## config.mk

```make
export PLATFORM = sky130hd
export DESIGN_NAME = mem_access_unit
export DESIGN_NICKNAME = d
export VERILOG_FILES = /design/src/rtl/mem_access_unit.sv
export SDC_FILE = /design/constraint.sdc
export NUM_CORES = 1
export LEC_CHECK = 0
export ABC_CLOCK_PERIOD_IN_PS = 1800
export BUFFER_PORTS_ARGS = -buffer_cell sky130_fd_sc_hd__buf_2
export CORE_MARGIN = 8
export CORE_UTILIZATION = 45
export CTS_BUF_LIST = sky130_fd_sc_hd__clkbuf_8
export DETAILED_ROUTE_END_ITERATION = 12
export GPL_TIMING_DRIVEN = 0
export PLACE_DENSITY = 0.86
export SETUP_SLACK_MARGIN = 0.15
export SYNTH_ARGS = -nofsm -noshare
export SYNTH_HDL_FRONTEND = slang
export SYNTH_SLANG_ARGS = --single-unit
```

## constraint.sdc

```tcl
create_clock -name clk -period 1.8 [get_ports clk]
set_input_delay 0.36 -clock clk [delete_from_list [all_inputs] [get_ports clk]]
set_output_delay 0.36 -clock clk [all_outputs]
set_load 0.02 [all_outputs]
```

## src/rtl/mem_access_unit.sv

```systemverilog
// Data-memory access unit: one load or store per request, word-aligned bus
// transaction with byte enables, lane replication on stores and lane extraction on loads.
module mem_access_unit #(
  parameter int TIMEOUT = 255
) (
  input  logic        clk,
  input  logic        rst_n,
  input  logic        start,
  input  logic        is_store,
  input  logic [1:0]  size,
  input  logic        sign,
  input  logic [31:0] addr,
  input  logic [31:0] wdata,
  output logic        busy,
  output logic        done,
  output logic [1:0]  err,
  output logic [31:0] rdata,
  output logic        mem_req,
  output logic        mem_we,
  output logic [31:0] mem_addr,
  output logic [3:0]  mem_be,
  output logic [31:0] mem_wdata,
  input  logic [31:0] mem_rdata,
  input  logic        mem_ack
);

  // state    | meaning
  // S_IDLE   | waiting for start; request inputs sampled here only
  // S_ACCESS | mem_req high, waiting for mem_ack or timeout
  // S_RESP   | done pulse for a completed or timed-out access
  // S_ERR    | done pulse for a rejected request, no bus activity
  typedef enum logic [1:0] {S_IDLE, S_ACCESS, S_RESP, S_ERR} state_t;

  localparam logic [1:0] SZ_BYTE = 2'b00;
  localparam logic [1:0] SZ_HALF = 2'b01;
  localparam logic [1:0] SZ_WORD = 2'b10;
  localparam logic [1:0] ERR_OK      = 2'b00;
  localparam logic [1:0] ERR_ALIGN   = 2'b01;
  localparam logic [1:0] ERR_TIMEOUT = 2'b10;
  // Last counter value before the counter would reach TIMEOUT.
  localparam logic [7:0] CNT_LAST = 8'(TIMEOUT - 1);

  state_t      state_q, state_d;
  logic [7:0]  cnt_q, cnt_d;
  logic        we_q, we_d;
  logic [1:0]  size_q, size_d;
  logic        sign_q, sign_d;
  logic [1:0]  lane_q, lane_d;
  logic [31:0] addr_q, addr_d;
  logic [3:0]  be_q, be_d;
  logic [31:0] wdata_q, wdata_d;
  logic [31:0] rdata_q, rdata_d;
  logic [1:0]  err_q, err_d;

  logic        illegal;
  logic [3:0]  be_calc;
  logic [31:0] wd_calc;
  logic [31:0] load_ext;
  logic [7:0]  rd_byte;
  logic [15:0] rd_half;

  always_comb begin
    illegal = 1'b0;
    be_calc = 4'b0000;
    wd_calc = 32'h0;
    case (size)
      SZ_BYTE: begin
        be_calc = 4'b0001 << addr[1:0];
        wd_calc = {4{wdata[7:0]}};
      end
      SZ_HALF: begin
        illegal = addr[0];
        be_calc = 4'b0011 << {addr[1], 1'b0};
        wd_calc = {2{wdata[15:0]}};
      end
      SZ_WORD: begin
        illegal = (addr[1:0] != 2'b00);
        be_calc = 4'b1111;
        wd_calc = wdata;
      end
      default: illegal = 1'b1;
    endcase
  end

  always_comb begin
    rd_byte  = 8'h0;
    rd_half  = lane_q[1] ? mem_rdata[31:16] : mem_rdata[15:0];
    load_ext = mem_rdata;
    case (lane_q)
      2'd0:    rd_byte = mem_rdata[7:0];
      2'd1:    rd_byte = mem_rdata[15:8];
      2'd2:    rd_byte = mem_rdata[23:16];
      default: rd_byte = mem_rdata[31:24];
    endcase
    case (size_q)
      SZ_BYTE: load_ext = {{24{sign_q & rd_byte[7]}}, rd_byte};
      SZ_HALF: load_ext = {{16{sign_q & rd_half[15]}}, rd_half};
      default: load_ext = mem_rdata;
    endcase
  end

  always_comb begin
    state_d = state_q;
    cnt_d   = cnt_q;
    we_d    = we_q;
    size_d  = size_q;
    sign_d  = sign_q;
    lane_d  = lane_q;
    addr_d  = addr_q;
    be_d    = be_q;
    wdata_d = wdata_q;
    rdata_d = rdata_q;
    err_d   = err_q;
    case (state_q)
      S_IDLE: begin
        if (start) begin
          we_d    = is_store;
          size_d  = size;
          sign_d  = sign;
          lane_d  = addr[1:0];
          addr_d  = {addr[31:2], 2'b00};
          be_d    = be_calc;
          wdata_d = wd_calc;
          cnt_d   = 8'd0;
          if (illegal) begin
            state_d = S_ERR;
            err_d   = ERR_ALIGN;
          end else begin
            state_d = S_ACCESS;
            err_d   = ERR_OK;
          end
        end
      end
      S_ACCESS: begin
        // An ack in the final allowed cycle wins over the timeout.
        if (mem_ack) begin
          state_d = S_RESP;
          err_d   = ERR_OK;
          if (!we_q) rdata_d = load_ext;
        end else if (cnt_q == CNT_LAST) begin
          state_d = S_RESP;
          err_d   = ERR_TIMEOUT;
        end else begin
          cnt_d = cnt_q + 8'd1;
        end
      end
      S_RESP:  state_d = S_IDLE;
      S_ERR:   state_d = S_IDLE;
      default: state_d = S_IDLE;
    endcase
  end

  always_ff @(posedge clk) begin
    if (!rst_n) begin
      state_q <= S_IDLE;
      cnt_q   <= 8'd0;
      we_q    <= 1'b0;
      size_q  <= 2'b00;
      sign_q  <= 1'b0;
      lane_q  <= 2'b00;
      addr_q  <= 32'h0;
      be_q    <= 4'h0;
      wdata_q <= 32'h0;
      rdata_q <= 32'h0;
      err_q   <= 2'b00;
    end else begin
      state_q <= state_d;
      cnt_q   <= cnt_d;
      we_q    <= we_d;
      size_q  <= size_d;
      sign_q  <= sign_d;
      lane_q  <= lane_d;
      addr_q  <= addr_d;
      be_q    <= be_d;
      wdata_q <= wdata_d;
      rdata_q <= rdata_d;
      err_q   <= err_d;
    end
  end

  assign busy      = (state_q != S_IDLE);
  assign done      = (state_q == S_RESP) || (state_q == S_ERR);
  assign err       = done ? err_q : 2'b00;
  assign rdata     = rdata_q;
  assign mem_req   = (state_q == S_ACCESS);
  assign mem_we    = we_q;
  assign mem_addr  = addr_q;
  assign mem_be    = be_q;
  assign mem_wdata = wdata_q;

endmodule

```

==> flow_summary.json, run 1 <==
{
  "dieArea_um2": 14540,
  "cts-root-buf": "clkbuf_8",
  "grt_first_pass_wirelength_um": 26310,
  "pre_cts_ws_ns": -0.1674,
  "setup_ws_ns": 0.03765,
  "nets": 936,
  "endpoint_kind": "flip-flop",
  "clk_latency_ns": 0.42,
  "drc": 0,
  "core_area_um2": 10750,
  "grt_antenna_before_repair": 1,
  "synth_flop_cell": "dfxtp_1",
  "ys_ff_latch": 116,
  "fin_hold_ws_ns": 0.1905,
  "skew_ns": 0.01479,
  "die_w_um": 120.6,
  "tightest_slew_ns": 0.6834,
  "dp_hpwl_um": 12600,
  "grt_max_degree": 17,
  "post-route-util_pct": 63.18,
  "synth_edf_count": 0,
  "die_h_um": 120.6,
  "grt_setup_unrepaired": "true",
  "cellLeakagePower_nw": 3.159,
  "path_clk_slew_ns": 0.07,
  "cts_made_buffers": 17,
  "multiInputGateArea_um2": 2480,
  "syn-cell-area_um2": 4922,
  "clock-sinks": 116,
  "wirelength_um": 17160,
  "track_usage_pct": 22.42,
  "status": "complete, no violations",
  "synth_common_cells": "nand2_1, dfxtp_1, a21oi_1",
  "synth_cell_types": 42,
  "drive_above_1_share_pct": 35.82,
  "final_hold_viol_count": 0,
  "clockBufferDepth": 2,
  "tns_ns": 0,
  "crit_fanout": 5,
  "routedWlPerCell_um": 17.44,
  "yosys_warnings": 0,
  "cts_max_level": 4,
  "hold_class": "in2reg",
  "netlist.area_leader.share_pct": 47.18,
  "ir_drop_uv": 727.6,
  "critPathRequiredTime_ns": 2.10,
  "rows": 38,
  "grt_pass1_vias": 5216,
  "slew_headroom_pct": 54.44,
  "yosysTopAreaCell": "dfxtp_1",
  "timing.final.crit_share_pct": 97.91,
  "regArea_um2": 2331,
  "cts_tree": "built",
  "synthTopCellsByArea": "dfxtp_1, nand2_1, a21oi_1",
  "fmax_mhz": 567.4,
  "syn_to_final_growth_pct": 37.93,
  "startpoint_type": "flip-flop",
  "drt-initial-drc-count": 550,
  "synthArstFlopShare_pct": 0,
  "p_per_area_nw_per_um2": 975.5,
  "grt-ovfl-total": 0,
  "vias_per_cell": 5.420,
  "finalSetupViolations": 0,
  "cap_violations": 0,
  "initial_core_util_pct": 45.81,
  "slew_violations": 0,
  "crit_type": "reg2reg",
  "cp.arrival_ns": 2.06,
  "detail-route-antenna-nets": 0,
  "ios": 210,
  "vias": 5333,
  "fill_cells": 989,
  "min_period_ns": 1.762,
  "place_congestion": 0.9362,
  "syn_area_per_cell_um2": 8.273,
  "total_power_mw": 6.623,
  "io_buffers": 207,
  "synthCells": 595,
  "yosysSeqAreaShare_pct": 47.18,
  "synth_most_common_cell": "nand2_1",
  "drt-pass1-iter-count": 6
}
-- routing by layer --
metal	wire (µm)	track usage, %	vias up
met2	8263	38.03	260
li1	-	-	2551
met1	6901	25.43	2489
met3	1620	7.692	33
met5	0	0	-
met4	377	8.743	0
-- through the flow --
stage | std cells | area (µm²)
after floorplan | 596 | 4930
after global placement | 943 | 6141
after detailed placement | 943 | 6141
after CTS | 980 | 6679
after global routing | 984 | 6789
final | 984 | 6789
-- state kept, by name (all words and copies together) (netlist names) --
register   flops
lane_q         2
err_q          2
mem_we         1
size_q         2
mem_be         4
mem_addr      30
rdata         32
cnt_q          8
sign_q         1
state_q        2
mem_wdata     32
-- cells by family (layout without fill, tap and decap cells) --
logic type | count (synthesis) | count (layout) | share of synthesized area (%)
fa+ha+maj | 2 | 2 | 0.5083
mux | 16 | 16 | 3.508
other cells | 1 | 3 | 0.07619
xor+xnor | 6 | 6 | 1.068
simple gates | 195 | 195 | 16.98
compound gates | 206 | 206 | 26.18
buf+inv | 53 | 300 | 4.499
flops | 116 | 116 | 47.18
-- layout by cell type (no fill, tap or decap), types with 5 or more instances in the layout --
| cell type | n |
|---|---|
| xnor2_1 | 6 |
| a22oi_1 | 16 |
| buf_4 | 10 |
| a21boi_0 | 37 |
| a21oi_2 | 12 |
| dfxtp_1 | 111 |
| clkbuf_8 | 20 |
| a221oi_1 | 8 |
| a21oi_1 | 51 |
| nor2_1 | 28 |
| nand2_1 | 129 |
| mux2i_1 | 15 |
| o22ai_1 | 7 |
| clkbuf_1 | 21 |
| o21ai_0 | 54 |
| clkbuf_2 | 8 |
| buf_2 | 215 |
| nor3b_1 | 8 |
| nand3_1 | 6 |
| inv_1 | 7 |
| a22o_1 | 9 |
| and2_1 | 5 |
-- timing repair --
item                       CTS  global route
gates resized for setup     35            37
pin swaps                    3             7
hold buffers                 0             0
setup endpoints to repair  111            75
buffers inserted             4             3
cloned                       1             0
-- critical path, cell delays in order, from the launching register on --
cell and delay, ns:
dfxtp_4 0.37, mux4_2 0.52, or2_4 0.26, a41oi_4 0.27, buf_6 0.18, a21oi_1 0.06
-- final timing paths --
check	startpoint	end	slack, ns	depth (start not counted)
worst min-delay path	addr[12]	mem_addr[12]$_SDFFE_PN0P_	0.19	3
worst max-delay path	lane_q[1]$_SDFFE_PN0P_	rdata[30]$_SDFFE_PN0P_	0.04	5
worst max register to register	lane_q[1]$_SDFFE_PN0P_	rdata[30]$_SDFFE_PN0P_	0.04	5
worst min register to register	mem_be[0]$_SDFFE_PN0P_	mem_be[0]$_SDFFE_PN0P_	0.46	1
-- layout make-up --
class	count	area share (%)
Clock buffer	20	4.055
Buffer	47	3.612
Timing Repair Buffer	215	16.44
Antenna cell	1	0.03686
Multi-Input combinational cell	427	36.53
Inverter	6	0.3870
Tap cell	140	2.580
Clock inverter	12	2.027
Sequential cell	116	34.33
-- where the power goes --
group	switching, mW	internal [mW]
Combinational	0.803	0.469
Clock	1.05	1.46
Sequential	0.0997	2.74
Total	1.95	4.67
Power figures use the tool's default switching activity.
==> run 2: changes to the inputs <==
--- a/config.mk
+++ b/config.mk
@@ -5,14 +5,15 @@
 export SDC_FILE = /design/constraint.sdc
 export NUM_CORES = 1
 export LEC_CHECK = 0
+export ABC_AREA = 1
 export ABC_CLOCK_PERIOD_IN_PS = 1800
 export BUFFER_PORTS_ARGS = -buffer_cell sky130_fd_sc_hd__buf_2
 export CORE_MARGIN = 8
-export CORE_UTILIZATION = 45
+export CORE_UTILIZATION = 44
 export CTS_BUF_LIST = sky130_fd_sc_hd__clkbuf_8
 export DETAILED_ROUTE_END_ITERATION = 12
 export GPL_TIMING_DRIVEN = 0
-export PLACE_DENSITY = 0.86
+export PLACE_DENSITY = 0.85
 export SETUP_SLACK_MARGIN = 0.15
 export SYNTH_ARGS = -nofsm -noshare
 export SYNTH_HDL_FRONTEND = slang
==> run 2 against run 1 <==
Sequential power hardly changed. Clock power is 8% lower. Utilization fell by 3.3 points. Global-route usage down 1.0 points. Sequential cell count is the same. Setup slack better by 0.22 ns. Total power shrank 2.7%. First-iteration DRC count decreased by 38%. Critical endpoint is now mem_req. Largest power group unchanged. Clock skew is 0.0029 ns higher. Sequential share of layout area grew 1.5 points. Highest routed layer unchanged.
==> flow_summary.json, run 2 <==
{
  "drt-pass1-iter-count": 5,
  "critPathRequiredTime_ns": 1.44,
  "ys_ff_latch": 116,
  "crit_end": "mem_req",
  "synth_cell_types": 33,
  "yosysSeqAreaShare_pct": 47.53,
  "dieArea_um2": 14730,
  "grt-ovfl-total": 0,
  "cts_hold_buf": 0,
  "tightest_slew_ns": 0.5208,
  "slowest_stage": "dfxtp_2",
  "startpoint_type": "flip-flop",
  "syn-cell-area_um2": 4886,
  "dp_hpwl_um": 12590,
  "path_clk_slew_ns": 0.07,
  "synth_flop_cell": "dfxtp_1",
  "ff2ff_path_depth": 9,
  "synthCells": 618,
  "nets": 951,
  "vias_per_cell": 5.231,
  "detail-route-antenna-nets": 0,
  "final_area_um2": 6496,
  "die_h_um": 121.4,
  "cts_tree": "built",
  "path_cells": "inv_2 -> nor2_4 -> buf_2",
  "grt_busiest_layer": "met2",
  "drive_above_1_share_pct": 33.37,
  "total_power_mw": 6.447,
  "layout_common_cells": "buf_2, nand2_1, dfxtp_1, o21ai_0, a21oi_1",
  "cts_made_buffers": 17,
  "regArea_um2": 2326,
  "crit_type": "reg2out",
  "swShare_pct": 30.82,
  "slew_violations": 0,
  "cts_max_level": 4,
  "ir_drop_uv": 854.5,
  "synth_most_common_cell": "nand2_1",
  "grt_antenna_before_repair": 0,
  "cp.arrival_ns": 1.18,
  "die_w_um": 121.4,
  "place_congestion": 0.9165,
  "skew_ns": 0.01769,
  "power_switching_mw": 1.987,
  "fin_hold_ws_ns": 0.1467,
  "routedWlPerCell_um": 16.36,
  "rows": 38,
  "p_int_mw": 4.460,
  "drc": 0,
  "hold_class": "in2reg",
  "clock-sinks": 116,
  "synthTopCellsByArea": "dfxtp_1, nand2_1, a22o_1",
  "p_clk_share_pct": 36.0,
  "p_comb_share_pct": 19.5,
  "grt_pass1_vias": 5114,
  "critPathMaxStageDelay_ns": 0.40,
  "syn_to_final_growth_pct": 32.96,
  "multiInputGateArea_um2": 2233,
  "seqPwrFrac_pct": 44.5,
  "grt_setup_unrepaired": "false",
  "synth_common_cells": "nand2_1, dfxtp_1, o21ai_0",
  "core_area_um2": 10840,
  "layout_commonest_cell": "buf_2",
  "final_hold_viol_count": 0,
  "grt_util_met1_pct": 25.06,
  "netlist.area_leader.share_pct": 47.53,
  "vias": 5215,
  "yosysTopAreaCell": "dfxtp_1",
  "clk_latency_ns": 0.42,
  "initial_core_util_pct": 45.07,
  "timing.final.crit_share_pct": 85.81,
  "drt-initial-drc-count": 341,
  "syn_area_per_cell_um2": 7.906,
  "min_from": "sign",
  "timing.rr.end": "cnt_q[0]$_SDFFE_PN0P_",
  "finalSetupViolations": 0,
  "ios": 210,
  "clockBufferDepth": 2,
  "p_per_area_nw_per_um2": 992.4,
  "synth_edf_count": 0,
  "io_buffers": 206,
  "status": "complete, no violations",
  "cellLeakagePower_nw": 3.293,
  "cap_violations": 0,
  "track_usage_pct": 21.42,
  "met2_usage_pct": 35.04,
  "cts-root-buf": "clkbuf_8",
  "postPlaceCellArea_um2": 6096,
  "fmax_mhz": 647.4,
  "crit_fanout": 5,
  "fill_cells": 1031,
  "reg2reg_slack_ns": 0.31,
  "antenna_cells": 0,
  "tns_ns": 0,
  "min_period_ns": 1.545,
  "grt_max_degree": 17,
  "slew_headroom_pct": 65.15,
  "grt_first_pass_wirelength_um": 25320,
  "reg2reg_from": "cnt_q[0]$_SDFFE_PN0P_",
  "wirelength_um": 16310,
  "synthArstFlopShare_pct": 0,
  "endpoint_kind": "output port",
  "critPathLaunch": "state_q[0]$_SDFFE_PN0P_",
  "yosys_warnings": 0,
  "post-route-util_pct": 59.93,
  "grt_use_met3_pct": 8.702
}
-- run 2: cell count changes in the layout (fill, tap and decap cells not counted), moves of 12 or more --
cell / change
nand2_1: +29
a22o_1: +33
nand3_1: +13
a31oi_1: +26
inv_1: +24
a21boi_0: -37
a21oi_2: -12
mux2i_1: -15
-- run 2: worst min path at each step --
stage                                            end  slack, ns  depth (start not counted)
after detailed placement   mem_wdata[5]$_SDFFE_PN0P_       0.44                          2
after floorplan                err_q[1]$_SDFFE_PN0P_       0.44                          2
after global routing             sign_q$_SDFFE_PN0P_       0.12                          3
final                            sign_q$_SDFFE_PN0P_       0.15                          3
after global placement    mem_wdata[29]$_SDFFE_PN0P_       0.44                          2
after CTS                        sign_q$_SDFFE_PN0P_       0.12                          3
-- run 2: critical path, delay by kind of cell (launching register included) --
family,cells,cell delay (ns)
buffers and inverters,2,0.24
and+or+nand+nor,1,0.13
DFF,1,0.40
-- run 2: stage by stage --
stage / cells / setup slack, ns
floorplan: 619 / 0.4480
global placement: 965 / 0.2646
detailed placement: 965 / 0.2645
CTS: 996 / 0.1906
global route: 997 / 0.1808
finish: 997 / 0.2554
-- run 2: cell type report --
cell class                 instances  share of cell area (%)
timing repair buffer             207                   15.99
clock buffer                      18                   3.814
sequential                       116                   35.81
buffer                            37                   3.120
tap                              140                   2.696
inverter                          36                   2.099
multi-input combinational        430                   34.38
clock inverter                    13                   2.099
-- run 2: metal layers --
metal | vias to the layer above | routed length (µm) | share of wire [%]
li1 | 2564 | - | -
met1 | 2382 | 6414 | 39
met2 | 240 | 7974 | 49
met3 | 29 | 1574 | 9.7
met4 | 0 | 346 | 2.1
met5 | - | 0 | 0
-- run 2: power groups by stage --
stage          registers (mW)  clock network [mW]  logic, mW
2_1_floorplan            3.11                   0      0.559
3_3_place_gp             2.91                   0       1.23
3_5_place_dp             2.91                   0       1.25
4_1_cts                  2.86                2.35       1.25
5_1_grt                  2.89                2.48       1.37
6_report                 2.87                2.32       1.26
-- run 2: cell families after synthesis --
kind of cell	after synthesis	share of synthesized area, %
adder cells (fa/ha/maj)	2	0.5121
XOR/XNOR	3	0.5379
other	1	0.07675
buffers and inverters	73	6.940
flip-flops	116	47.53
AO/OA/AOI/OAI	197	24.79
AND/OR/NAND/NOR	226	19.62
-- run 2: timing repair --
item,in CTS,in global routing
gates resized for setup,1,3
setup buffers,0,1
pin swaps,0,1
setup endpoints to repair,1,5
cloned,0,0
==> run 3: changes to the inputs <==
--- a/config.mk
+++ b/config.mk
@@ -6,14 +6,14 @@
 export NUM_CORES = 1
 export LEC_CHECK = 0
 export ABC_AREA = 1
-export ABC_CLOCK_PERIOD_IN_PS = 1800
+export ABC_CLOCK_PERIOD_IN_PS = 1690
 export BUFFER_PORTS_ARGS = -buffer_cell sky130_fd_sc_hd__buf_2
 export CORE_MARGIN = 8
-export CORE_UTILIZATION = 44
+export CORE_UTILIZATION = 45
 export CTS_BUF_LIST = sky130_fd_sc_hd__clkbuf_8
 export DETAILED_ROUTE_END_ITERATION = 12
 export GPL_TIMING_DRIVEN = 0
-export PLACE_DENSITY = 0.85
+export PLACE_DENSITY = 0.83
 export SETUP_SLACK_MARGIN = 0.15
 export SYNTH_ARGS = -nofsm -noshare
 export SYNTH_HDL_FRONTEND = slang
==> constraint.sdc (replaced) <==
create_clock -name clk -period 1.69 [get_ports clk]
set_input_delay 0.338 -clock clk [delete_from_list [all_inputs] [get_ports clk]]
set_output_delay 0.338 -clock clk [all_outputs]
set_load 0.02 [all_outputs]
==> run 3 against run 2 <==
Sequential power up 7%. Die area fell by 1.9%. Critical endpoint unchanged. Largest power group unchanged. Via count is 0.59% lower. Highest routed layer unchanged. Wire length grew 0.53%. Register-to-register slack lost 0.04 ns.
==> flow_summary.json, run 3 (synthesis gave the netlist of run 2 again) <==
{
  "p_clk_share_pct": 35.9,
  "p_per_area_nw_per_um2": 1051,
  "power_switching_mw": 2.265,
  "crit_type": "reg2out",
  "critPathRequiredTime_ns": 1.35,
  "grt_antenna_before_repair": 1,
  "min_period_ns": 1.485,
  "path_clk_slew_ns": 0.08,
  "rows": 38,
  "dieArea_um2": 14450,
  "grt-ovfl-total": 0,
  "cap_violations": 0,
  "seqPwrFrac_pct": 44.3,
  "swShare_pct": 32.88,
  "die_w_um": 120.2,
  "critPathMaxStageDelay_ns": 0.38,
  "wirelength_um": 16400,
  "final_hold_viol_count": 0,
  "core_area_um2": 10700,
  "grt_pass1_vias": 5157,
  "timing.final.crit_share_pct": 87.89,
  "track_usage_pct": 22.09,
  "drt-pass1-iter-count": 5,
  "min_path_cells": 3,
  "endpoint_kind": "output port",
  "slowest_stage": "dfxtp_4",
  "slew_headroom_pct": 64.70,
  "clockBufferDepth": 2,
  "slew_violations": 0,
  "cts-root-buf": "clkbuf_8",
  "status": "complete, no violations",
  "initial_core_util_pct": 45.67,
  "cts_made_buffers": 17,
  "vias_per_cell": 5.174,
  "total_power_mw": 6.890,
  "tightest_slew_ns": 0.5275,
  "syn_to_final_growth_pct": 34.21,
  "io_buffers": 206,
  "drt-initial-drc-count": 348,
  "fmax_mhz": 673.2,
  "tns_ns": 0,
  "grt_max_degree": 17,
  "grt_first_pass_wirelength_um": 25620,
  "finalSetupViolations": 0,
  "ff2ff_path_depth": 7,
  "fill_cells": 1017,
  "drc": 0,
  "place_congestion": 0.9341,
  "layout_common_cells": "buf_2, nand2_1, dfxtp_1, o21ai_0, a21oi_1",
  "ios": 210,
  "hold_class": "in2reg",
  "layout_commonest_cell": "buf_2",
  "cts_tree": "built",
  "routedWlPerCell_um": 16.36,
  "p_comb_share_pct": 19.7,
  "drive_above_1_share_pct": 34.38,
  "nets": 954,
  "cp.arrival_ns": 1.15,
  "startpoint_type": "flip-flop",
  "detail-route-antenna-nets": 0,
  "post-route-util_pct": 61.30,
  "skew_ns": 0.008068,
  "ir_drop_uv": 560.1,
  "grt_setup_unrepaired": "false",
  "cellLeakagePower_nw": 3.299,
  "clk_latency_ns": 0.42,
  "vias": 5184,
  "die_h_um": 120.2,
  "path_cells": "inv_2 -> nor2_4 -> buf_4",
  "p_int_mw": 4.625,
  "cts_max_level": 4,
  "dp_hpwl_um": 12730,
  "crit_fanout": 5,
  "clock-sinks": 116
}
run 3: layer usage:
metal	track usage, %	part of all wire [%]	up-vias
met4	8.587	2.2	0
met5	0	0	-
met1	24.83	40	2345
li1	-	-	2582
met3	8.625	8.7	31
met2	37.09	49	226
run 3: area by class of cell:
class	count	area, µm²	area share [%]
sequential	116	2332	35.57
multi-input combinational	430	2257	34.42
timing repair buffer	210	1064	16.22
clock buffer	17	234.0	3.568
buffer	37	209.0	3.186
tap	140	175.2	2.671
clock inverter	15	147.6	2.251
inverter	36	136.4	2.080
antenna	1	2.502	0.03816
run 3: worst max-delay path: cells and delay by family, from the launching register on:
| kind | cells | cell delay, ns |
|---|---|---|
| and+or+nand+nor | 1 | 0.14 |
| buffers and inverters | 2 | 0.22 |
| DFF | 1 | 0.38 |
run 3: per-stage QoR:
stage                     cell area [µm²]  hold slack, ns  instances  worst slack, ns
after floorplan                      4890          0.4411        619           0.3380
after global placement               6096          0.4344        965           0.1899
after detailed placement             6096          0.4355        965           0.1737
after CTS                            6496          0.1051        998           0.1305
after global routing                 6558          0.1043       1002           0.1348
final                                6558          0.1260       1002           0.2046
run 3: repair_timing:
item	in CTS	in global routing
pin swaps	1	4
gates resized for setup	5	12
buffers inserted	1	3
endpoints found under the hold margin	0	0
setup endpoints to repair	3	20
hold buffers	0	0
run 3: worst paths after layout:
path                              from                        end  slack (ns)
max            state_q[0]$_SDFFE_PN0P_                    mem_req        0.20
min                               sign        sign_q$_SDFFE_PN0P_        0.13
min reg2reg  mem_wdata[1]$_SDFFE_PN0P_  mem_wdata[1]$_SDFFE_PN0P_        0.45
max reg2reg     size_q[0]$_SDFFE_PN0P_     rdata[30]$_SDFFE_PN0P_        0.27
run 3: power by group through the flow:
stage,logic [mW],registers [mW],clock network [mW]
after detailed placement,1.33,3.10,0
after global routing,1.48,3.08,2.66
final,1.36,3.06,2.48
after CTS,1.34,3.05,2.51
after floorplan,0.595,3.31,0
after global placement,1.31,3.10,0
